==> src/rtl/sync_data_fifo_pkg.sv <==
// Shared constants, flag types and helper functions for the synchronous data FIFO.
package sync_data_fifo_pkg;

    // Occupancy flags decoded from the registered entry count.
    typedef struct packed {
        logic full;
        logic almost_full;
        logic empty;
    } fifo_flags_t;

    // Pointer width: address bits plus one wrap bit.
    function automatic int ptr_width(input int depth);
        return $clog2(depth) + 1;
    endfunction

    // Count width: must hold 0..depth inclusive.
    function automatic int count_width(input int depth);
        return $clog2(depth + 1);
    endfunction

    // Flag vector for a given occupancy.
    function automatic fifo_flags_t count_flags(input logic [31:0] count,
                                                input logic [31:0] depth,
                                                input logic [31:0] af_level);
        fifo_flags_t flags;
        flags.full        = (count == depth);
        flags.almost_full = (count >= af_level);
        flags.empty       = (count == 32'd0);
        return flags;
    endfunction

endpackage

==> src/rtl/sync_data_fifo_mem.sv <==
// Register-array storage for the FIFO: one write port, one asynchronous read port.
module sync_data_fifo_mem #(
    parameter int DataWidth = 64,
    parameter int Depth     = 4,
    parameter int AddrWidth = $clog2(Depth)
) (
    input  logic                 Clk,
    input  logic                 Rst,
    input  logic                 WEn,
    input  logic [AddrWidth-1:0] WAddr,
    input  logic [DataWidth-1:0] WData,
    input  logic [AddrWidth-1:0] RAddr,
    output logic [DataWidth-1:0] RData
);

    logic [DataWidth-1:0] mem_r [Depth];

    // Storage array: cleared on reset, one entry written per accepted push.
    always_ff @(posedge Clk or posedge Rst) begin
        if (Rst) begin
            for (int i = 0; i < Depth; i++) begin
                mem_r[i] <= {DataWidth{1'b0}};
            end
        end else if (WEn) begin
            mem_r[WAddr] <= WData;
        end
    end

    // Head entry is presented without latency (first-word fall-through).
    assign RData = mem_r[RAddr];

endmodule

==> src/rtl/sync_data_fifo.sv <==
// Parametrised synchronous FIFO with occupancy count, almost-full flag,
// synchronous flush and one-cycle overflow/underflow pulses.
module sync_data_fifo
    import sync_data_fifo_pkg::*;
#(
    parameter int DataWidth       = 64,
    parameter int Depth           = 4,
    parameter int AlmostFullLevel = Depth - 1
) (
    input  logic                         Clk,
    input  logic                         Rst,
    input  logic                         Flush,
    input  logic [DataWidth-1:0]         WData,
    input  logic                         WInc,
    output logic                         WFull,
    output logic                         AlmostFull,
    output logic [DataWidth-1:0]         RData,
    input  logic                         RInc,
    output logic                         REmpty,
    output logic [$clog2(Depth+1)-1:0]   Count,
    output logic                         Overflow,
    output logic                         Underflow
);

    localparam int PtrWidth   = ptr_width(Depth);
    localparam int AddrWidth  = PtrWidth - 1;
    localparam int CountWidth = count_width(Depth);

    logic [PtrWidth-1:0]   wptr_r,  wptr_next_s;
    logic [PtrWidth-1:0]   rptr_r,  rptr_next_s;
    logic [CountWidth-1:0] count_r, count_next_s;
    logic                  full_r,  full_next_s;
    logic                  afull_r, afull_next_s;
    logic                  empty_r, empty_next_s;
    logic                  overflow_r,  overflow_next_s;
    logic                  underflow_r, underflow_next_s;
    logic                  wr_accept_s;
    logic                  rd_accept_s;
    logic                  ptr_full_next_s;
    logic                  ptr_empty_next_s;
    fifo_flags_t           flags_next_s;

    // Request qualification; flush takes priority over both ports.
    always_comb begin
        wr_accept_s = 1'b0;
        rd_accept_s = 1'b0;
        if (Flush) begin
            wr_accept_s = 1'b0;
            rd_accept_s = 1'b0;
        end else begin
            wr_accept_s = WInc && !full_r;
            rd_accept_s = RInc && !empty_r;
        end
    end

    // Next-state for pointers, count, flags and error pulses.
    always_comb begin
        wptr_next_s      = wptr_r;
        rptr_next_s      = rptr_r;
        count_next_s     = count_r;
        overflow_next_s  = 1'b0;
        underflow_next_s = 1'b0;
        if (Flush) begin
            wptr_next_s  = {PtrWidth{1'b0}};
            rptr_next_s  = {PtrWidth{1'b0}};
            count_next_s = {CountWidth{1'b0}};
        end else begin
            if (wr_accept_s) begin
                wptr_next_s = wptr_r + PtrWidth'(1);
            end else begin
                wptr_next_s = wptr_r;
            end
            if (rd_accept_s) begin
                rptr_next_s = rptr_r + PtrWidth'(1);
            end else begin
                rptr_next_s = rptr_r;
            end
            case ({wr_accept_s, rd_accept_s})
                2'b10:   count_next_s = count_r + CountWidth'(1);
                2'b01:   count_next_s = count_r - CountWidth'(1);
                default: count_next_s = count_r;
            endcase
            overflow_next_s  = WInc && full_r;
            underflow_next_s = RInc && empty_r;
        end

        flags_next_s = count_flags(32'(count_next_s), 32'(Depth), 32'(AlmostFullLevel));
        ptr_full_next_s  = (wptr_next_s[AddrWidth-1:0] == rptr_next_s[AddrWidth-1:0]) &&
                           (wptr_next_s[PtrWidth-1]    != rptr_next_s[PtrWidth-1]);
        ptr_empty_next_s = (wptr_next_s == rptr_next_s);
        // Either view of occupancy blocks a transfer, so a disturbed count
        // can never walk the pointers past each other.
        full_next_s  = flags_next_s.full  || ptr_full_next_s;
        empty_next_s = flags_next_s.empty || ptr_empty_next_s;
        afull_next_s = flags_next_s.almost_full;
    end

    // State registers: pointers, count, registered flags and pulses.
    always_ff @(posedge Clk or posedge Rst) begin
        if (Rst) begin
            wptr_r      <= {PtrWidth{1'b0}};
            rptr_r      <= {PtrWidth{1'b0}};
            count_r     <= {CountWidth{1'b0}};
            full_r      <= 1'b0;
            afull_r     <= 1'b0;
            empty_r     <= 1'b1;
            overflow_r  <= 1'b0;
            underflow_r <= 1'b0;
        end else begin
            wptr_r      <= wptr_next_s;
            rptr_r      <= rptr_next_s;
            count_r     <= count_next_s;
            full_r      <= full_next_s;
            afull_r     <= afull_next_s;
            empty_r     <= empty_next_s;
            overflow_r  <= overflow_next_s;
            underflow_r <= underflow_next_s;
        end
    end

    sync_data_fifo_mem #(
        .DataWidth (DataWidth),
        .Depth     (Depth),
        .AddrWidth (AddrWidth)
    ) u_mem (
        .Clk   (Clk),
        .Rst   (Rst),
        .WEn   (wr_accept_s),
        .WAddr (wptr_r[AddrWidth-1:0]),
        .WData (WData),
        .RAddr (rptr_r[AddrWidth-1:0]),
        .RData (RData)
    );

    assign WFull      = full_r;
    assign AlmostFull = afull_r;
    assign REmpty     = empty_r;
    assign Count      = count_r;
    assign Overflow   = overflow_r;
    assign Underflow  = underflow_r;

endmodule

==> config.mk <==
export PLATFORM = sky130hd
export DESIGN_NAME = sync_data_fifo
export DESIGN_NICKNAME = d
export VERILOG_FILES = /design/src/rtl/sync_data_fifo_pkg.sv /design/src/rtl/sync_data_fifo_mem.sv /design/src/rtl/sync_data_fifo.sv
export SDC_FILE = /design/constraint.sdc
export NUM_CORES = 1
export LEC_CHECK = 0
export BUFFER_PORTS_ARGS = -buffer_cell sky130_fd_sc_hd__buf_2
export CAP_MARGIN = 10
export CORE_MARGIN = 10
export CORE_UTILIZATION = 30
export CTS_CLUSTER_SIZE = 16
export DETAILED_ROUTE_END_ITERATION = 7
export PLACE_DENSITY = 0.52
export SLEW_MARGIN = 15
export SYNTH_ARGS = -nofsm -noshare
export SYNTH_HDL_FRONTEND = slang
export SYNTH_HIERARCHICAL = 1
export SYNTH_SLANG_ARGS = --single-unit
==> constraint.sdc <==
create_clock -name Clk -period 12.1 [get_ports Clk]
set_clock_uncertainty 0.05 [all_clocks]
set_input_delay 2.42 -clock Clk [delete_from_list [all_inputs] [get_ports Clk]]
set_output_delay 2.42 -clock Clk [all_outputs]
set_load 0.01 [all_outputs]
==> results of run 1 <==
## critical path: stages (launching register included)
cell     delay [ps]
dfrtp_4         830
buf_4           740
mux4_2          620
buf_2           160
## sequential cells by signal, indices dropped and copies added (netlist names)
register / flops
Underflow: 1
WFull: 1
AlmostFull: 1
REmpty: 1
wptr_r: 3
Overflow: 1
Count: 3
u_mem/mem_r: 256
rptr_r: 3
## through the flow
step | hold WS (ps) | util (%) | power [mW]
2_1_floorplan | 403 | - | 1.77
3_3_place_gp | 413 | 33.1 | 1.96
3_5_place_dp | 420 | 33.1 | 1.97
4_1_cts | 436 | 36.0 | 3.01
5_1_grt | 440 | 36.0 | 3.12
6_report | 430 | 36.0 | 2.96
## synth_stat cells (all sizes together), types with 2 or more instances
cell	count
a21oi	2
buf	42
clkbuf	2
dfrtp	269
ha	3
inv	3
mux2	256
mux2i	2
mux4	64
nand2	7
nand3b	2
nor2	13
nor2b	3
xnor2	6
xor2	5
## routing by layer
| layer | vias to the layer above | GRT usage, % | routed length, µm |
|---|---|---|---|
| met4 | 4 | 4.21 | 627 |
| met5 | - | 0 | 25 |
| met3 | 47 | 2.83 | 1200 |
| li1 | 2860 | - | - |
| met2 | 117 | 18.3 | 13100 |
| met1 | 3470 | 14.6 | 12600 |
## logic make-up (layout without fill, tap and decap cells)
kind of cell               Yosys count  count (layout)  share of synthesized area, %
buffers and inverters               47             216                          3.23
adders and majority gates            4               4                         0.476
AOI/OAI and AO/OA                    5               5                         0.310
xor gates and xnor gates            12              12                         0.982
muxes                              322             322                          37.9
DFF                                270             270                          55.9
and+or+nand+nor                     31              31                          1.28
## power breakdown
group | switching (mW) | internal [mW] | leakage (nW)
combinational | 0.227 | 0.398 | 2.65
clock | 0.393 | 0.621 | 0.556
sequential | 0.142 | 1.17 | 3.38
## area by class of cell
cell class / instances / area (µm²) / share of cell area, %
multi-input cells: 374 / 4960 / 34.6
flip-flops and latches: 270 / 6770 / 47.2
well taps: 525 / 657 / 4.58
clock inverters: 11 / 91.3 / 0.637
clock buffers: 50 / 1040 / 7.29
repair buffers: 152 / 791 / 5.52
inverters: 3 / 18.8 / 0.131
## worst min-delay path by stage
| stage | start | end | slack, ps | cells after the start |
|---|---|---|---|---|
| floorplan | u_mem/mem_r[192] | u_mem/mem_r[192] | 400 | 1 |
| global placement | u_mem/mem_r[192] | u_mem/mem_r[192] | 410 | 1 |
| detailed placement | u_mem/mem_r[223] | u_mem/mem_r[223] | 420 | 1 |
| CTS | u_mem/mem_r[204] | u_mem/mem_r[204] | 440 | 1 |
| global route | u_mem/mem_r[204] | u_mem/mem_r[204] | 440 | 1 |
| finish | u_mem/mem_r[192] | u_mem/mem_r[192] | 430 | 1 |
==> run metrics, run 1 <==
Clock Sinks 270; Die X 221 µm; DR WL/cell 19.9 µm; number of setup buffers added after CTS 0; Final WS setup 6730 ps; fmax 0.186 GHz; most frequent cells in the layout dfrtp_1 (267), buf_2 (140), mux2_2 (131); Finished Cell Area 14300 µm²; Antenna Violating Nets Remaining 0; fraction of registers with async set/reset 100%; Clock Latency Late Sink 520 ps; LEAKAGE 6.59 nW; critical path type reg2out; status completed; wire length of the first global-routing pass 44600 µm; Final Setup Violations 0; Layout area overhead 18.5%; #FFs+latches synth 270; Worst R2R Setup Slack 9450 ps; # diodes 0; Fillers 3879; Initial Utilization 30.4%; Total Wirelength 27600 µm; reg2reg path depth 10; GRT Total Usage 11.4%; CTS Buf Count 34; Least-Margin Pin Slew 990 ps; Post-synth EDFFs 0; Hold Buf Count CTS 0; top_reg_cell synth dfrtp_1; Slew HR 34.0%; Fin. Hold Viols 0; Root Buffer Master clkbuf_16; post-synthesis cell count 691; CTS H-tree lvls 2; global route overflow 0; Final Critical Period 5370 ps; Final HPWL DP 16800 µm; post-synth top area cell dfrtp_1; HP Class reg2reg; pre-CTS WS 7140 ps; drt drc 0; syn_area_per_cell 17.5 µm²; Pre-Repair DR Iteration Count 4; RSZ-0062 raised after global routing false; post_cts resized 0; worst reg2reg path endpoint AlmostFull; core outline area 39800 µm²; clock buffer depth 3; commonest non-fill, non-tap cell in the layout dfrtp_1; Iter 0 DRT Violations 236; Seq/Total Area, Yosys 55.9%; YS warnings 6; number of antenna violations at the first check in global routing 2; VDD IR max 0.0987 mV; Synth top area share 55.6%; Crit path required time 9630 ps; crit start category register; Clk pin slew, worst setup/hold paths 60 ps; layout cells sized above 1 54.8%; CTS tree built; DP Area 13200 µm²; top post-synthesis cells by area dfrtp_1 (56%), mux2_2 (12%), mux4_2 (12%); reg2reg start WFull; MaxCap Viol Count 0; Synthesized Nets 764; Critical Path End Type output port; die footprint 48800 µm²; largest net degree at the start of global routing 98; worst setup path endpoint RData[37]; crit path max fanout 37; Placed Cells 1324; Die H 221 µm; Max Slew Vio Count 0; num rows 73; vias in the first global route 7549; Yosys cell types 32; PortBufs 140; power per cell area 206 nW/µm²; critical path arrival 2900 ps; mapped cell area 12100 µm²; critical path startpoint rptr_r[1]; I/O pin count 141; gpl congestion 0.690; number of nets in the layout 908; Setup TNS Final 0 ps; DR vias 6498; post-route insts no fill 1385; via-per-instance ratio 4.69; final worst path period share 44.4%
Power figures use the tool's default switching activity.
==> inputs of run 2 (changes only) <==
--- a/config.mk
+++ b/config.mk
@@ -5,13 +5,14 @@
 export SDC_FILE = /design/constraint.sdc
 export NUM_CORES = 1
 export LEC_CHECK = 0
+export ABC_AREA = 1
 export BUFFER_PORTS_ARGS = -buffer_cell sky130_fd_sc_hd__buf_2
 export CAP_MARGIN = 10
 export CORE_MARGIN = 10
 export CORE_UTILIZATION = 30
 export CTS_CLUSTER_SIZE = 16
 export DETAILED_ROUTE_END_ITERATION = 7
-export PLACE_DENSITY = 0.52
+export PLACE_DENSITY = 0.53
 export SLEW_MARGIN = 15
 export SYNTH_ARGS = -nofsm -noshare
 export SYNTH_HDL_FRONTEND = slang
==> constraint.sdc (replaced) <==
create_clock -name Clk -period 4.7 [get_ports Clk]
set_clock_uncertainty 0.05 [all_clocks]
set_input_delay 0.94 -clock Clk [delete_from_list [all_inputs] [get_ports Clk]]
set_output_delay 0.94 -clock Clk [all_outputs]
set_load 0.01 [all_outputs]
==> run 2 against run 1 <==
  * Non-clock buffer count grew 11
  * Final area grew 14%
  * Critical path depth up 3
  * Critical path type unchanged
  * Largest cell class unchanged
==> run metrics, run 2 <==
status completed; mapped cell area 14100 µm² (+17%); most flop-heavy register u_mem/mem_r; Antenna Violating Nets Remaining 0 (unchanged); gpl congestion 0.746 (+8.1%); Synth top cells by count nand2_1 (795), inv_1 (346), dfrtp_1 (269); clock share of power 31.6% (-2.7 points); YS warnings 6 (unchanged); drt drc 0 (unchanged); Final Setup Violations 0 (unchanged); most frequent cells in the layout nand2_1 (795), inv_1 (342), dfrtp_1 (265); Max Slew Vio Count 0 (unchanged); core outline area 46600 µm² (+17%); global route overflow 0 (unchanged); PortBufs 140 (unchanged); die footprint 56200 µm² (+15%); xor/xnor cell area share of the yosys netlist 0.0619% (-0.92 points); Clock Latency Late Sink 530 ps (about the same); number of nets in the layout 2122 (+130%); syn_area_per_cell 7.15 µm² (-59%); post-synthesis cell count 1980 (+190%); final worst path period share 75.3%; commonest non-fill, non-tap cell in the layout nand2_1; Die X 237 µm (+7.4%); Hold Buf Count CTS 0 (unchanged); Largest register FFs 256 (unchanged); post-synth top area cell dfrtp_1; final core utilization 35.0% (-0.99 points); CTS tree built; clock buffer depth 3 (unchanged); met3 Use GR 2.93% (+0.095 points); Int Pwr 5.41 mW (+150%); GRT Total Usage 15.9% (+4.5 points); Critical Path End Type output port; crit path max fanout 89 (+140%); fmax 0.283 GHz; CTS Buf Count 34 (unchanged); Final HPWL DP 25100 µm (+50%); Seq/Total Area, Yosys 47.8% (-8.1 points); top post-synthesis cells by area dfrtp_1 (48%), nand2_1 (21%), inv_1 (9.2%); hold_ws 417 ps (-13.7 ps); top-count cell post-synth nand2_1; Least-Margin Pin Slew 994 ps (+4.52 ps); Comb pwr share 27.0% (+5.9 points); wire length of the first global-routing pass 72300 µm (+62%); top_reg_cell synth dfrtp_1; Iter 0 DRT Violations 889 (+280%); post-synthesis adder-cell area fraction 0.407% (-0.069 points); Most Used Layer, Global Route met2; Synth top area share 47.6% (-8.1 points); #FFs+latches synth 270 (unchanged); Pre-Repair DR Iteration Count 5 (+1); via-per-instance ratio 4.64 (-1.2%); Total Wirelength 45100 µm (+63%); crit start category register; largest net degree at the start of global routing 109 (+11%); Root Buffer Master clkbuf_16; reg2reg path depth 6 (-4); Hold Path Depth 2 (+1); CTS H-tree lvls 2 (unchanged); vias in the first global route 12400 (+65%); I/O pin count 141 (unchanged); Final Critical Period 3540 ps; Clock Sinks 270 (unchanged); power per cell area 507 nW/µm² (+150%); DR WL/cell 16.8 µm (-16%); Reg power frac 41.3% (-3.3 points); Yosys cell types 24 (-25%); num rows 79 (+8.2%); Crit path required time 3710 ps (-5920 ps); RSZ-0062 raised after global routing false; number of antenna violations at the first check in global routing 4 (+2); fraction of registers with async set/reset 100% (unchanged); Synthesized Nets 2053 (+170%); HP Class reg2reg; number of setup buffers added after CTS 0 (unchanged); layout cells sized above 1 11.9% (-43 points); MaxCap Viol Count 0 (unchanged); met2 usage 26.1% (+7.8 points); critical path arrival 2550 ps (-350 ps); critical path type reg2out; Layout area overhead 15.2%; P_sw 2.85 mW (+270%); mux cell area share after synthesis 0% (-38 points); LEAKAGE 9.29 nW (+41%); Clk pin slew, worst setup/hold paths 60 ps (about the same); Setup TNS Final 0 ps (unchanged); Synth Area in Compound Gates 2.40% (+2.1 points); Synth Area in Simple Gates 35.1% (+34 points); Die H 237 µm (+7.4%); Post-synth EDFFs 0 (unchanged); Switching Fraction 34.5% (+8.8 points); DR vias 12400 (+91%); Fillers 4998 (+29%); met1 usage 20.9% (+6.3 points); Fin. Hold Viols 0 (unchanged); post_cts resized 0 (unchanged); Initial Utilization 30.4% (about the same); main combinational cell family by area after synthesis simple AND/OR/NAND/NOR gates; VDD IR max 0.253 mV (+160%); Slew HR 33.6% (-0.38 points)
-- run 2: critical path: stages (launching register included) --
cell,delay [ps]
dfrtp_4,610
inv_4,420
buf_12,400
nand2_1,100
nand3_1,140
nand2_1,100
buf_2,150
-- run 2: final timing paths --
kind                             startpoint               end  slack (ps)
max in group asynchronous               Rst   u_mem/mem_r[99]        2970
max                               rptr_r[0]         RData[33]        1160
max reg2reg                       wptr_r[0]  u_mem/mem_r[197]        1780
min in group asynchronous               Rst             WFull         430
min reg2reg                u_mem/mem_r[246]  u_mem/mem_r[246]         420
min                        u_mem/mem_r[246]  u_mem/mem_r[246]         420
-- run 2: area by class of cell --
type / instances / area, µm² / share of cell area, %
flip-flops and latches: 270 / 6770 / 41.5
multi-input cells: 1227 / 5400 / 33.1
inverters: 353 / 1330 / 8.17
clock buffers: 52 / 1050 / 6.44
repair buffers: 163 / 923 / 5.67
well taps: 607 / 759 / 4.66
clock inverters: 7 / 63.8 / 0.392
diodes: 1 / 2.50 / 0.0154
-- run 2: kinds of logic after synthesis --
kind of cell	after synthesis
and+or+nand+nor	1155
adders and majority gates	4
xor gates and xnor gates	1
DFF	270
buffers and inverters	483
AOI/OAI and AO/OA	67
-- run 2: per-layer routing --
layer | vias to the layer above | part of all wire [%]
met5 | - | 0.087
met4 | 6 | 2.0
met3 | 56 | 5.2
met2 | 281 | 47
met1 | 5883 | 46
li1 | 6199 | -
-- run 2: power by group through the flow --
stage | Clock, mW | Sequential (mW) | Combinational [mW]
floorplan | 0 | 3.34 | 1.60
global placement | 0 | 3.42 | 2.25
detailed placement | 0 | 3.45 | 2.27
CTS | 2.70 | 3.41 | 2.28
global route | 2.79 | 3.51 | 2.60
finish | 2.61 | 3.41 | 2.23
-- run 2: per-stage QoR --
stage	std cells	area, µm²	total power [mW]	worst slack (ps)
2_1_floorplan	1980	14200	4.94	338
3_3_place_gp	2620	15200	5.67	1610
3_5_place_dp	2620	15200	5.72	1580
4_1_cts	2679	16300	8.39	1110
5_1_grt	2680	16300	8.90	991
6_report	2680	16300	8.26	1160
